## config.mk

```make
export PLATFORM = sky130hd
export DESIGN_NAME = dlfloat_div_iter_flat
export DESIGN_NICKNAME = d
export VERILOG_FILES = /design/src/rtl/dlfloat_pkg.sv /design/src/rtl/dlfloat_div_iter_if.sv /design/src/rtl/dlfloat_div_mant_core.sv /design/src/rtl/dlfloat_div_iter.sv /design/src/flat_wrapper.sv
export SDC_FILE = /design/constraint.sdc
export NUM_CORES = 1
export LEC_CHECK = 0
export BUFFER_PORTS_ARGS = -buffer_cell sky130_fd_sc_hd__buf_2
export CELL_PAD_IN_SITES_DETAIL_PLACEMENT = 0
export CELL_PAD_IN_SITES_GLOBAL_PLACEMENT = 2
export CORE_AREA = 2 2 124 126
export CTS_CLUSTER_DIAMETER = 200
export CTS_CLUSTER_SIZE = 14
export DETAILED_ROUTE_END_ITERATION = 10
export DIE_AREA = 0 0 126 128
export GPL_TIMING_DRIVEN = 1
export PLACE_DENSITY = 0.92
export SETUP_SLACK_MARGIN = 0.15
export SYNTH_ARGS = -nofsm -noshare
export SYNTH_HDL_FRONTEND = slang
export SYNTH_SLANG_ARGS = --single-unit
```

## constraint.sdc

```tcl
create_clock -name clk -period 5 [get_ports clk]
set_input_delay 1 -clock clk [delete_from_list [all_inputs] [get_ports clk]]
set_output_delay 1 -clock clk [all_outputs]
set_load 0.01 [all_outputs]
```

## src/rtl/dlfloat_pkg.sv

```systemverilog
// ============================================================================
// Module   : dlfloat_pkg
// Brief    : Shared DLfloat widths, flag indices, FSM states, class/encoding helpers
// Revision : 1.0  initial release
// ============================================================================
`default_nettype none

package dlfloat_pkg;

    localparam int EXP_W_DEF = 6;
    localparam int MAN_W_DEF = 9;
    localparam int GRD_W_DEF = 4;

    localparam int FLG_W   = 5;
    localparam int FLG_INV = 4;
    localparam int FLG_INX = 3;
    localparam int FLG_OVF = 2;
    localparam int FLG_UNF = 1;
    localparam int FLG_DZ  = 0;

    typedef enum logic [2:0] {
        ST_IDLE     = 3'd0,
        ST_CLASSIFY = 3'd1,
        ST_SPECIAL  = 3'd2,
        ST_ITER     = 3'd3,
        ST_NORM     = 3'd4,
        ST_DONE     = 3'd5
    } state_t;

    typedef enum logic [1:0] {
        CLS_NORMAL = 2'd0,
        CLS_ZERO   = 2'd1,
        CLS_INF    = 2'd2,
        CLS_NAN    = 2'd3
    } cls_t;

    function automatic int bias(input int exp_w);
        return (1 << (exp_w - 1)) - 1;
    endfunction

    // Non-zero mantissa with zero exponent is treated as a normal operand
    function automatic cls_t classify(input logic e_zero, input logic e_ones, input logic m_zero);
        if (e_ones)
            return m_zero ? CLS_INF : CLS_NAN;
        if (e_zero && m_zero)
            return CLS_ZERO;
        return CLS_NORMAL;
    endfunction

    // Builders return a right-aligned {s, e, m} word; callers truncate to their width
    function automatic logic [63:0] enc_nan(input int exp_w, input int man_w);
        return (((64'd1 << exp_w) - 64'd1) << man_w) | (64'd1 << (man_w - 1));
    endfunction

    function automatic logic [63:0] enc_inf(input logic s, input int exp_w, input int man_w);
        return ({63'd0, s} << (exp_w + man_w)) | (((64'd1 << exp_w) - 64'd1) << man_w);
    endfunction

    function automatic logic [63:0] enc_zero(input logic s, input int exp_w, input int man_w);
        return {63'd0, s} << (exp_w + man_w);
    endfunction

endpackage

`default_nettype wire

```

## src/rtl/dlfloat_div_iter_if.sv

```systemverilog
// ============================================================================
// Module   : dlfloat_div_iter_if
// Brief    : Operand/result handshake bundle for the iterative DLfloat divider
// Revision : 1.0  initial release
// ============================================================================
`default_nettype none

interface dlfloat_div_iter_if
    import dlfloat_pkg::*;
#(
    parameter int IN_W  = 16,
    parameter int OUT_W = 20
);
    logic             in_valid;
    logic             in_ready;
    logic [3:0]       in_op;
    logic [IN_W-1:0]  in_a;
    logic [IN_W-1:0]  in_b;
    logic             out_valid;
    logic             out_ready;
    logic [OUT_W-1:0] out_c;
    logic [FLG_W-1:0] out_flags;

    modport master (
        output in_valid, in_op, in_a, in_b, out_ready,
        input  in_ready, out_valid, out_c, out_flags
    );

    modport slave (
        input  in_valid, in_op, in_a, in_b, out_ready,
        output in_ready, out_valid, out_c, out_flags
    );
endinterface

`default_nettype wire

```

## src/rtl/dlfloat_div_mant_core.sv

```systemverilog
// ============================================================================
// Module   : dlfloat_div_mant_core
// Brief    : Radix-2 restoring mantissa divider, one quotient bit per cycle, MSB first
// Revision : 1.0  initial release
// ============================================================================
`default_nettype none

module dlfloat_div_mant_core #(
    parameter int MAN_W = 9,
    parameter int Q_W   = 15
) (
    input  wire logic             clk,
    input  wire logic             rst,
    input  wire logic             start,
    input  wire logic [MAN_W:0]   dividend,
    input  wire logic [MAN_W:0]   divisor,
    output logic                  busy,
    output logic                  done,
    output logic [Q_W-1:0]        quotient,
    output logic                  remainder_nz
);

    localparam int c_rem_w = MAN_W + 2;
    localparam int c_cnt_w = $clog2(Q_W + 1);

    logic [c_rem_w-1:0] r_rem;
    logic [MAN_W:0]     r_div;
    logic [Q_W-1:0]     r_quo;
    logic [c_cnt_w-1:0] r_cnt;
    logic               r_busy;
    logic               r_done;

    logic               w_ge;
    logic [c_rem_w-1:0] w_diff;

    // Partial remainder stays below the divisor, so doubling it always fits in MAN_W+2 bits
    assign w_ge   = (r_rem >= {1'b0, r_div});
    assign w_diff = w_ge ? (r_rem - {1'b0, r_div}) : r_rem;

    always_ff @(posedge clk) begin
        if (rst) begin
            r_rem  <= '0;
            r_div  <= '0;
            r_quo  <= '0;
            r_cnt  <= '0;
            r_busy <= 1'b0;
            r_done <= 1'b0;
        end else begin
            r_done <= 1'b0;
            if (start) begin
                r_rem  <= {1'b0, dividend};
                r_div  <= divisor;
                r_quo  <= '0;
                r_cnt  <= c_cnt_w'(Q_W);
                r_busy <= 1'b1;
            end else if (r_busy) begin
                r_quo <= {r_quo[Q_W-2:0], w_ge};
                r_rem <= w_diff << 1;
                r_cnt <= r_cnt - c_cnt_w'(1);
                if (r_cnt == c_cnt_w'(1)) begin
                    r_busy <= 1'b0;
                    r_done <= 1'b1;
                end
            end
        end
    end

    assign busy         = r_busy;
    assign done         = r_done;
    assign quotient     = r_quo;
    assign remainder_nz = |r_rem;

endmodule

`default_nettype wire

```

## src/rtl/dlfloat_div_iter.sv

```systemverilog
// ============================================================================
// Module   : dlfloat_div_iter
// Brief    : Multi-cycle DLfloat divider with guard-bit output and exception flags
// Revision : 1.0  initial release
// ============================================================================
`default_nettype none

module dlfloat_div_iter
    import dlfloat_pkg::*;
#(
    parameter int         EXP_W  = EXP_W_DEF,
    parameter int         MAN_W  = MAN_W_DEF,
    parameter int         GRD_W  = GRD_W_DEF,
    parameter logic [3:0] OP_DIV = 4'b0011
) (
    input  wire logic          clk,
    input  wire logic          rst,
    dlfloat_div_iter_if.slave  bus
);

    localparam int c_in_w  = 1 + EXP_W + MAN_W;
    localparam int c_om_w  = MAN_W + GRD_W;
    localparam int c_out_w = 1 + EXP_W + c_om_w;
    localparam int c_q_w   = c_om_w + 2;
    localparam int c_ew    = EXP_W + 2;
    localparam int c_bias  = bias(EXP_W);

    state_t              r_state;
    state_t              w_state_nxt;
    logic [3:0]          r_op;
    logic [c_in_w-1:0]   r_a;
    logic [c_in_w-1:0]   r_b;
    logic [c_out_w-1:0]  r_out_c;
    logic [FLG_W-1:0]    r_out_flags;

    logic                w_sa, w_sb, w_s;
    logic [EXP_W-1:0]    w_ea, w_eb;
    logic [MAN_W-1:0]    w_ma, w_mb;
    cls_t                w_cls_a, w_cls_b;
    logic                w_is_div;
    logic                w_special;
    logic [c_out_w-1:0]  w_spec_c;
    logic [FLG_W-1:0]    w_spec_flags;

    logic                w_core_start, w_core_busy, w_core_done, w_core_rem_nz;
    logic [c_q_w-1:0]    w_core_q;

    logic                w_q_top;
    logic [c_om_w-1:0]   w_mant;
    logic [c_ew-1:0]     w_exp;
    logic                w_inexact, w_e_low, w_e_high;
    logic [c_out_w-1:0]  w_norm_c;
    logic [FLG_W-1:0]    w_norm_flags;

    assign w_sa     = r_a[c_in_w-1];
    assign w_sb     = r_b[c_in_w-1];
    assign w_s      = w_sa ^ w_sb;
    assign w_ea     = r_a[c_in_w-2 -: EXP_W];
    assign w_eb     = r_b[c_in_w-2 -: EXP_W];
    assign w_ma     = r_a[MAN_W-1:0];
    assign w_mb     = r_b[MAN_W-1:0];
    assign w_cls_a  = classify(w_ea == '0, w_ea == '1, w_ma == '0);
    assign w_cls_b  = classify(w_eb == '0, w_eb == '1, w_mb == '0);
    assign w_is_div = (r_op == OP_DIV);

    // Special-case resolution; ordering of the chain is the priority order
    always_comb begin
        w_spec_c     = '0;
        w_spec_flags = '0;
        w_special    = 1'b1;
        if (!w_is_div) begin
            w_special = 1'b1;
        end else if (w_cls_a == CLS_NAN || w_cls_b == CLS_NAN ||
                     (w_cls_a == CLS_ZERO && w_cls_b == CLS_ZERO) ||
                     (w_cls_a == CLS_INF  && w_cls_b == CLS_INF)) begin
            w_spec_c              = c_out_w'(enc_nan(EXP_W, c_om_w));
            w_spec_flags[FLG_INV] = 1'b1;
        end else if (w_cls_b == CLS_ZERO) begin
            w_spec_c             = c_out_w'(enc_inf(w_s, EXP_W, c_om_w));
            w_spec_flags[FLG_DZ] = 1'b1;
        end else if (w_cls_a == CLS_INF) begin
            w_spec_c = c_out_w'(enc_inf(w_s, EXP_W, c_om_w));
        end else if (w_cls_b == CLS_INF || w_cls_a == CLS_ZERO) begin
            w_spec_c = c_out_w'(enc_zero(w_s, EXP_W, c_om_w));
        end else begin
            w_special = 1'b0;
        end
    end

    dlfloat_div_mant_core #(
        .MAN_W (MAN_W),
        .Q_W   (c_q_w)
    ) u_mant_core (
        .clk          (clk),
        .rst          (rst),
        .start        (w_core_start),
        .dividend     ({1'b1, w_ma}),
        .divisor      ({1'b1, w_mb}),
        .busy         (w_core_busy),
        .done         (w_core_done),
        .quotient     (w_core_q),
        .remainder_nz (w_core_rem_nz)
    );

    // Quotient lies in [2^(Q_W-2), 2^Q_W); a clear MSB costs one exponent step
    assign w_q_top   = w_core_q[c_q_w-1];
    assign w_mant    = w_q_top ? w_core_q[c_q_w-2 -: c_om_w] : w_core_q[c_q_w-3 -: c_om_w];
    assign w_exp     = {2'b00, w_ea} - {2'b00, w_eb} + c_bias[c_ew-1:0]
                     - {{(c_ew-1){1'b0}}, ~w_q_top};
    assign w_inexact = w_core_rem_nz | (w_q_top & w_core_q[0]);
    assign w_e_low   = w_exp[c_ew-1] || (w_exp == '0);
    assign w_e_high  = !w_exp[c_ew-1] && (w_exp >= {2'b00, {EXP_W{1'b1}}});

    always_comb begin
        w_norm_c     = {w_s, w_exp[EXP_W-1:0], w_mant};
        w_norm_flags = '0;
        w_norm_flags[FLG_INX] = w_inexact;
        if (w_e_low) begin
            w_norm_c              = c_out_w'(enc_zero(w_s, EXP_W, c_om_w));
            w_norm_flags[FLG_UNF] = 1'b1;
            w_norm_flags[FLG_INX] = 1'b1;
        end else if (w_e_high) begin
            w_norm_c              = c_out_w'(enc_inf(w_s, EXP_W, c_om_w));
            w_norm_flags[FLG_OVF] = 1'b1;
            w_norm_flags[FLG_INX] = 1'b1;
        end
    end

    always_ff @(posedge clk) begin
        if (rst)
            r_state <= ST_IDLE;
        else
            r_state <= w_state_nxt;
    end

    always_comb begin
        w_state_nxt  = r_state;
        w_core_start = 1'b0;
        case (r_state)
            ST_IDLE:     if (bus.in_valid) w_state_nxt = ST_CLASSIFY;
            ST_CLASSIFY: begin
                if (w_special) begin
                    w_state_nxt = ST_SPECIAL;
                end else begin
                    w_state_nxt  = ST_ITER;
                    w_core_start = 1'b1;
                end
            end
            ST_SPECIAL:  w_state_nxt = ST_DONE;
            ST_ITER:     if (w_core_done && !w_core_busy) w_state_nxt = ST_NORM;
            ST_NORM:     w_state_nxt = ST_DONE;
            ST_DONE:     if (bus.out_ready) w_state_nxt = ST_IDLE;
            default:     w_state_nxt = ST_IDLE;
        endcase
    end

    always_ff @(posedge clk) begin
        if (rst) begin
            r_op <= '0;
            r_a  <= '0;
            r_b  <= '0;
        end else if (r_state == ST_IDLE && bus.in_valid) begin
            r_op <= bus.in_op;
            r_a  <= bus.in_a;
            r_b  <= bus.in_b;
        end
    end

    // Result register: loaded on entry to DONE, cleared when the consumer pops it
    always_ff @(posedge clk) begin
        if (rst) begin
            r_out_c     <= '0;
            r_out_flags <= '0;
        end else begin
            case (r_state)
                ST_SPECIAL: begin
                    r_out_c     <= w_spec_c;
                    r_out_flags <= w_spec_flags;
                end
                ST_NORM: begin
                    r_out_c     <= w_norm_c;
                    r_out_flags <= w_norm_flags;
                end
                ST_DONE: begin
                    if (bus.out_ready) begin
                        r_out_c     <= '0;
                        r_out_flags <= '0;
                    end
                end
                default: ;
            endcase
        end
    end

    assign bus.in_ready  = (r_state == ST_IDLE);
    assign bus.out_valid = (r_state == ST_DONE);
    assign bus.out_c     = r_out_c;
    assign bus.out_flags = r_out_flags;

endmodule

`default_nettype wire

```

## src/flat_wrapper.sv

```systemverilog
// flat-port wrapper written by rule: the top's interface ports become plain ports
module dlfloat_div_iter_flat import dlfloat_pkg::*;
#(
    parameter int         EXP_W  = EXP_W_DEF,
    parameter int         MAN_W  = MAN_W_DEF,
    parameter int         GRD_W  = GRD_W_DEF,
    parameter logic [3:0] OP_DIV = 4'b0011
)
  (clk, rst, bus_in_valid, bus_in_op, bus_in_a, bus_in_b, bus_out_ready, bus_in_ready, bus_out_valid, bus_out_c, bus_out_flags);
  dlfloat_div_iter_if #(.IN_W(16), .OUT_W(20)) bus_i ();
  input  wire logic clk;
  input  wire logic rst;
  input wire logic [$bits(bus_i.in_valid)-1:0] bus_in_valid;
  input wire logic [$bits(bus_i.in_op)-1:0] bus_in_op;
  input wire logic [$bits(bus_i.in_a)-1:0] bus_in_a;
  input wire logic [$bits(bus_i.in_b)-1:0] bus_in_b;
  input wire logic [$bits(bus_i.out_ready)-1:0] bus_out_ready;
  output wire logic [$bits(bus_i.in_ready)-1:0] bus_in_ready;
  output wire logic [$bits(bus_i.out_valid)-1:0] bus_out_valid;
  output wire logic [$bits(bus_i.out_c)-1:0] bus_out_c;
  output wire logic [$bits(bus_i.out_flags)-1:0] bus_out_flags;
  assign bus_i.in_valid = bus_in_valid;
  assign bus_i.in_op = bus_in_op;
  assign bus_i.in_a = bus_in_a;
  assign bus_i.in_b = bus_in_b;
  assign bus_i.out_ready = bus_out_ready;
  assign bus_in_ready = bus_i.in_ready;
  assign bus_out_valid = bus_i.out_valid;
  assign bus_out_c = bus_i.out_c;
  assign bus_out_flags = bus_i.out_flags;
  dlfloat_div_iter #(.EXP_W(EXP_W), .MAN_W(MAN_W), .GRD_W(GRD_W), .OP_DIV(OP_DIV)) u_core (.clk(clk), .rst(rst), .bus(bus_i));
endmodule
```

# Word-level counts from Yosys, hierarchy flattened
# Cells that the tools add are included.
[word_totals] register_bits=106 wordCells=129 in_bits=40 output_inout_bits=27
[op_classes] n_addsub=5 eq_ne=18 reduce_logical=28 bitwise=5 magnitude_cmp=2 mux=58
[op_table] op="two-way mux 20 bit" n=6
[op_table] op="case mux 20 bit (3 select lines)" n=1
[op_table] op="two-way mux 19 bit" n=2
[op_table] op="two-way mux 10 bit" n=3
[op_table] op="two-way mux 1 bit" n=28
[op_table] op="logical NOT 9 bit" n=2
[op_table] op="two-way mux 2 bit" n=9
[op_table] op="case mux 3 bit (5 select lines)" n=1
[op_table] op="case mux 5 bit (3 select lines)" n=1
[op_table] op="two-way mux 13 bit" n=1
[op_table] op="equality test 6 bit (second input constant)" n=2
[op_table] op="logical NOT 6 bit" n=2
[op_table] op=">= comparator 11 x 10 -> 1 bit" n=1
[op_table] op="OR reduction 11 bit" n=1
[op_table] op="subtractor 10 bit" n=1
[op_table] op="two-way mux 3 bit" n=3
[op_table] op="adder 8 x 5 -> 8 bit (second input constant)" n=1
[op_table] op="equality test 2 bit (second input constant)" n=4
[op_table] op=">= comparator 8 x 6 -> 1 bit (second input constant)" n=1
[op_table] op="logical NOT 8 bit" n=1
[op_table] op="two-way mux 4 bit" n=2
[op_table] op="subtractor 8 x 1 -> 8 bit" n=1
[op_table] op="logical AND 1 bit" n=7
[op_table] op="subtractor 6 x 6 -> 7 bit" n=1
[op_table] op="23 further kinds" n=34

# Depth between registers and ports, before layout
[logic_depth] word_depth=16 ltp_mapped=16 ltp_nobuf=15

# Cells and area by module
# Synthesis repeated with hierarchy kept, for this count alone.
[unflattened] hier_cells=684 hier_area_um2=5640.4
[modules_own_cells] module="dlfloat_div_iter" n_inst=1 cells_per_inst=406 area_each_um2=3224.3 seq_area_each_um2=1281.2
[modules_own_cells] module="dlfloat_div_mant_core" n_inst=1 cells_per_inst=278 area_each_um2=2416.1 seq_area_each_um2=840.8

# Least setup slack after synthesis
# Ideal clock, no wire load.
[synth_timing] path_type="flip-flop to flip-flop" start="reg u_core.r_a[9]" end="reg u_core.r_out_c[13], in the netlist u_core.bus.out_c[13]" required_ns=4.881 n_path_buf=0 period_less_slack_ns=3.329 slack_ns=1.671 stages_incl_launch_ff=13 setup_ns=0.119 t_arrival_ns=3.211 path_cell_list="dfxtp_1 > inv_1 > ha_1 > fa_1 > xnor2_1 > inv_1 > fa_1 > a21o_1 > a211oi_1 > nor3_1 > a311oi_1 > o221ai_1 > o221a_2"
[synth_between] elab_chain_cells=13 elab_cells_between_ends=32 cone_classes="add/sub: 3; order compare: 1; eq/ne: 4; mux: 13; reduce/logical: 11"
[synth_lines] element="start, declared" line="dlfloat_div_iter.sv:31" text="logic [c_in_w-1:0] r_a;"
[synth_lines] element="start signal, assigned" line="dlfloat_div_iter.sv:164" text="r_a <= bus.in_a;"
[synth_lines] element="branches (longest 12 deep; another with adder 8 x 5 -> 8 bit)"
[synth_lines] element="case mux 20 bit (3 select lines) *" line="dlfloat_div_iter.sv:175" text="case (r_state)"
[synth_lines] element="end signal, assigned" line="dlfloat_div_iter.sv:177" text="r_out_c <= w_spec_c;"
[synth_lines] element="end signal, assigned" line="dlfloat_div_iter.sv:181" text="r_out_c <= w_norm_c;"
[synth_lines] element="end, declared" line="dlfloat_div_iter.sv:33" text="logic [c_out_w-1:0] r_out_c;"
# Every way passes the cells marked *. The select of a mux whose other input is x is not followed.
# A chain may end at the register's enable or synchronous reset.

# Worst setup path in the final report
[layout_timing] start="reg u_core.r_a[9]" end="reg u_core.r_out_c[14], in the netlist u_core.bus.out_c[14]"
# The elaborated chain is that of the path after synthesis.

==> impl_metrics.env <==
export IMPL_worst_pin_slew_ns=1.223
export IMPL_r2r_slack_ns=1.30
export IMPL_cp_arrival_ns=3.95
export IMPL_holdPathEnd="u_core.r_op[1]"
export IMPL_grt_pass1_vias=4458
export IMPL_synthSimpleGateAreaFrac=0.2068
export IMPL_cts_max_level=3
export IMPL_antenna_cells=0
export IMPL_design_core_area_um2=14860
export IMPL_slew_headroom=0.1846
export IMPL_wirelength_um=13230
export IMPL_switchingPower_uw=703.5
export IMPL_post_cts_resized=0
export IMPL_hold_viol=0
export IMPL_cp_buffers_inverters=2
export IMPL_period_share=0.7398
export IMPL_cts_buffers=9
export IMPL_synth_seq_area_share=0.3950
export IMPL_finalSetupViolCount=0
export IMPL_ys_warn_count=0
export IMPL_cp_end_kind="flip-flop"
export IMPL_synthTopCellsByArea="dfxtp_1 39%, nand2_1 8.9%, a21oi_1 6.3%"
export IMPL_syn_area_um2=5373
export IMPL_pwr_share_comb=0.255
export IMPL_synth_common_cells="128 x nand2_1, 106 x dfxtp_1, 68 x a21oi_1"
export IMPL_drt_iter0_drc=223
export IMPL_tritoncts="yes"
export IMPL_min_path_cells=2
export IMPL_dp_hpwl_um=9877
export IMPL_insertion_delay_ns=0.36
export IMPL_synth_adder_area_share=0.06707
export IMPL_drc=0
export IMPL_gp_congestion=0.8788
export IMPL_cts_hold_fix_buffers=0
export IMPL_irDropWorstVdd_v=0.0002039
export IMPL_maxCapViolCount=0
export IMPL_initial_core_util=0.3614
export IMPL_grt_max_degree=69
export IMPL_p_seq_frac=0.426
export IMPL_critical_path_cell_chain="inv_1 > ha_1 > fa_1 > xnor2_1 > inv_1 > fa_1 > a21o_1 > a211oi_1 > nor3_1 > a311oi_1 > o221ai_1 > o221a_2"
export IMPL_grt_pass1_wl_um=22440
export IMPL_drive_gt1_frac=0.1425
export IMPL_synth_top_family_by_area="simple AND/OR/NAND/NOR gates"
export IMPL_fmax_mhz=270.3
export IMPL_placed_area_um2=5826
export IMPL_p_sw_frac=0.3268
export IMPL_detail_route_antenna_nets=0
export IMPL_path_max_fanout=6
export IMPL_syn_nets=725
export IMPL_worst_endpoint_required_ns=5.25
export IMPL_yosys_area_share_xor_xnor=0.02282
export IMPL_hp_class="reg2reg"
export IMPL_cp_start_kind="flip-flop"
export IMPL_reg2reg_depth=12
export IMPL_cellInternalPower_uw=1449
export IMPL_synth_compound_area_frac=0.2049
export IMPL_area_delta_synth_final_pct=13.83
export IMPL_async_flop_share=0
export IMPL_wl_per_cell_um=14.75
export IMPL_via_count=4725
export IMPL_placement_io_buffers=66
export IMPL_path_class="reg2reg"
export IMPL_cts_setup_buffers=0
export IMPL_p_per_area_nw_per_um2=352.0
export IMPL_cpPeakStageDelay_ns=0.49
export IMPL_cp_top_family="compound AO/OA/AOI/OAI gates"
export IMPL_firstDrtPassIters=4
export IMPL_outcome="complete, no violations"
export IMPL_power_total_uw=2153
export IMPL_globalRouteTotalUtil=0.1709
export IMPL_synth_ff_latch_count=106
export IMPL_synth_top_area_share=0.3950
export IMPL_r2r_start="u_core.r_a[9]"
export IMPL_synth_largest_area_cell="dfxtp_1"
export IMPL_synth_edf_count=0
export IMPL_io_pins=67
export IMPL_clock_sinks=106
export IMPL_nets=771
export IMPL_leakagePower_uw=0.002345
export IMPL_fp_dieH_um=128
export IMPL_die_x_um=126
export IMPL_num_rows=45
export IMPL_via_per_inst=5.268
export IMPL_postSynthCellCount=658
export IMPL_path_clk_slew_ns=0.07
export IMPL_yosysUniqueCellTypes=60
export IMPL_fin_setup_tns_ns=0
export IMPL_crit_slowest_cell="fa_1"
export IMPL_synth_area_mux_share=0.05589
export IMPL_synth_main_ff_cell="dfxtp_1"
export IMPL_drv_slew=0
export IMPL_fin_crit_ns=3.699
export IMPL_post_route_util=0.4114
export IMPL_clockBufferDepth=2
export IMPL_antenna_found_initial=0
export IMPL_timing_rr_end="u_core.bus.out_c[14]"
export IMPL_overflow=0
export IMPL_synth_most_common_cell="nand2_1"
export IMPL_p_clk_frac=0.318
export IMPL_rsz0062_at_grt="no"
export IMPL_worst_slack_ns=1.301
export IMPL_cts_root_buffer="clkbuf_16"
export IMPL_fin_skew_ns=0.007156
export IMPL_post_place_ws_ns=1.319
export IMPL_syn_area_per_cell_um2=8.165
export IMPL_fp_dieArea_um2=16130
export IMPL_hold_path_startpoint="u_core.r_op[1]"
export IMPL_fillers=1555
export IMPL_design_area_um2=6116
[flip-flops by register name, indices dropped and copies added (netlist names)]
| signal | flops |
|---|---|
| u_core.bus.out_c | 20 |
| u_core.r_a | 16 |
| u_core.r_b | 16 |
| u_core.u_mant_core.quotient | 15 |
| u_core.u_mant_core.r_rem | 11 |
| u_core.u_mant_core.r_div | 10 |
| u_core.bus.out_flags | 5 |
| u_core.r_op | 4 |
| u_core.u_mant_core.r_cnt | 4 |
| u_core.r_state | 3 |
| u_core.u_mant_core.busy | 1 |
| u_core.u_mant_core.done | 1 |
[area by class of cell]
class | instances | area (um^2) | area share
Tap cell | 188 | 235.2 | 0.03846
Clock inverter | 6 | 51.30 | 0.008388
Inverter | 32 | 120.1 | 0.01964
Sequential cell | 106 | 2122 | 0.3470
Clock buffer | 10 | 239.0 | 0.03908
Multi-Input combinational cell | 486 | 2995 | 0.4898
Timing Repair Buffer | 69 | 352.8 | 0.05769
[cells by family (layout without fill, tap and decap cells)]
logic type      after synthesis  in the layout
xor+xnor                     14             14
fa+ha+maj                    27             27
flops                       106            106
buf+inv                      66            117
compound gates              171            171
simple gates                244            244
mux                          30             30
[worst max path at each step]
stage | slack, ns | depth (start not counted) | end | startpoint
after floorplan | 1.67 | 12 | u_core.bus.out_c[13] | u_core.r_a[9]
after global placement | 1.43 | 12 | u_core.bus.out_c[13] | u_core.r_a[9]
after global routing | 1.01 | 14 | u_core.bus.out_c[15] | u_core.r_b[10]
final | 1.30 | 12 | u_core.bus.out_c[14] | u_core.r_a[9]
after detailed placement | 1.32 | 12 | u_core.bus.out_c[14] | u_core.r_a[9]
after CTS | 1.32 | 12 | u_core.bus.out_c[14] | u_core.r_a[9]
[layer usage]
| metal | global-route usage | share of wire |
|---|---|---|
| met1 | 0.2321 | 0.49 |
| met2 | 0.2704 | 0.45 |
| met3 | 0.04424 | 0.045 |
| met4 | 0.04654 | 0.013 |
| met5 | 0 | 0 |
[placed cells by master (no fill, tap or decap), drive strengths merged, types with 3 or more instances in the layout]
cell / Yosys / routed
nand2: 128 / 128
nor3: 15 / 15
nor4: 7 / 7
xor2: 8 / 8
o221a: 6 / 6
a21oi: 68 / 68
inv: 31 / 32
nor2: 44 / 44
nand4: 7 / 7
clkbuf: 33 / 10
fa: 3 / 3
or2: 3 / 3
a22o: 3 / 3
and3: 3 / 3
o31ai: 4 / 4
or4: 6 / 6
xnor2: 6 / 6
o21ai: 30 / 30
o22ai: 5 / 5
a211oi: 11 / 11
o221ai: 3 / 3
a21o: 8 / 8
nand3: 10 / 10
nor2b: 5 / 5
dfxtp: 106 / 106
ha: 24 / 24
a22oi: 3 / 3
mux2i: 30 / 30
nand2b: 6 / 6
clkinv: 1 / 5
buf: 1 / 69
o211ai: 5 / 5
and2: 4 / 4
o21a: 3 / 3
[per-stage QoR]
step	instances	hold slack, ns
5_1_grt	897	0.4746
6_report	897	0.4502
2_1_floorplan	658	0.4312
3_3_place_gp	881	0.4318
4_1_cts	897	0.4531
3_5_place_dp	881	0.4434
[power by group through the flow]
stage,registers (uW),logic (uW),clock network (uW)
after global placement,935,544,0
after CTS,918,549,707
after detailed placement,937,546,0
after floorplan,929,418,0
final,918,550,686
after global routing,924,616,744
[worst reg2reg max path: cells and delay by family (launching register included)]
kind | cells | cell delay [ns]
buffers and inverters | 2 | 0.18
adders and majority gates | 3 | 1.09
and+or+nand+nor | 1 | 0.15
xor gates and xnor gates | 1 | 0.22
AOI/OAI and AO/OA | 5 | 1.61
DFF | 1 | 0.35
Note: power is estimated with default switching activity, not from simulation.
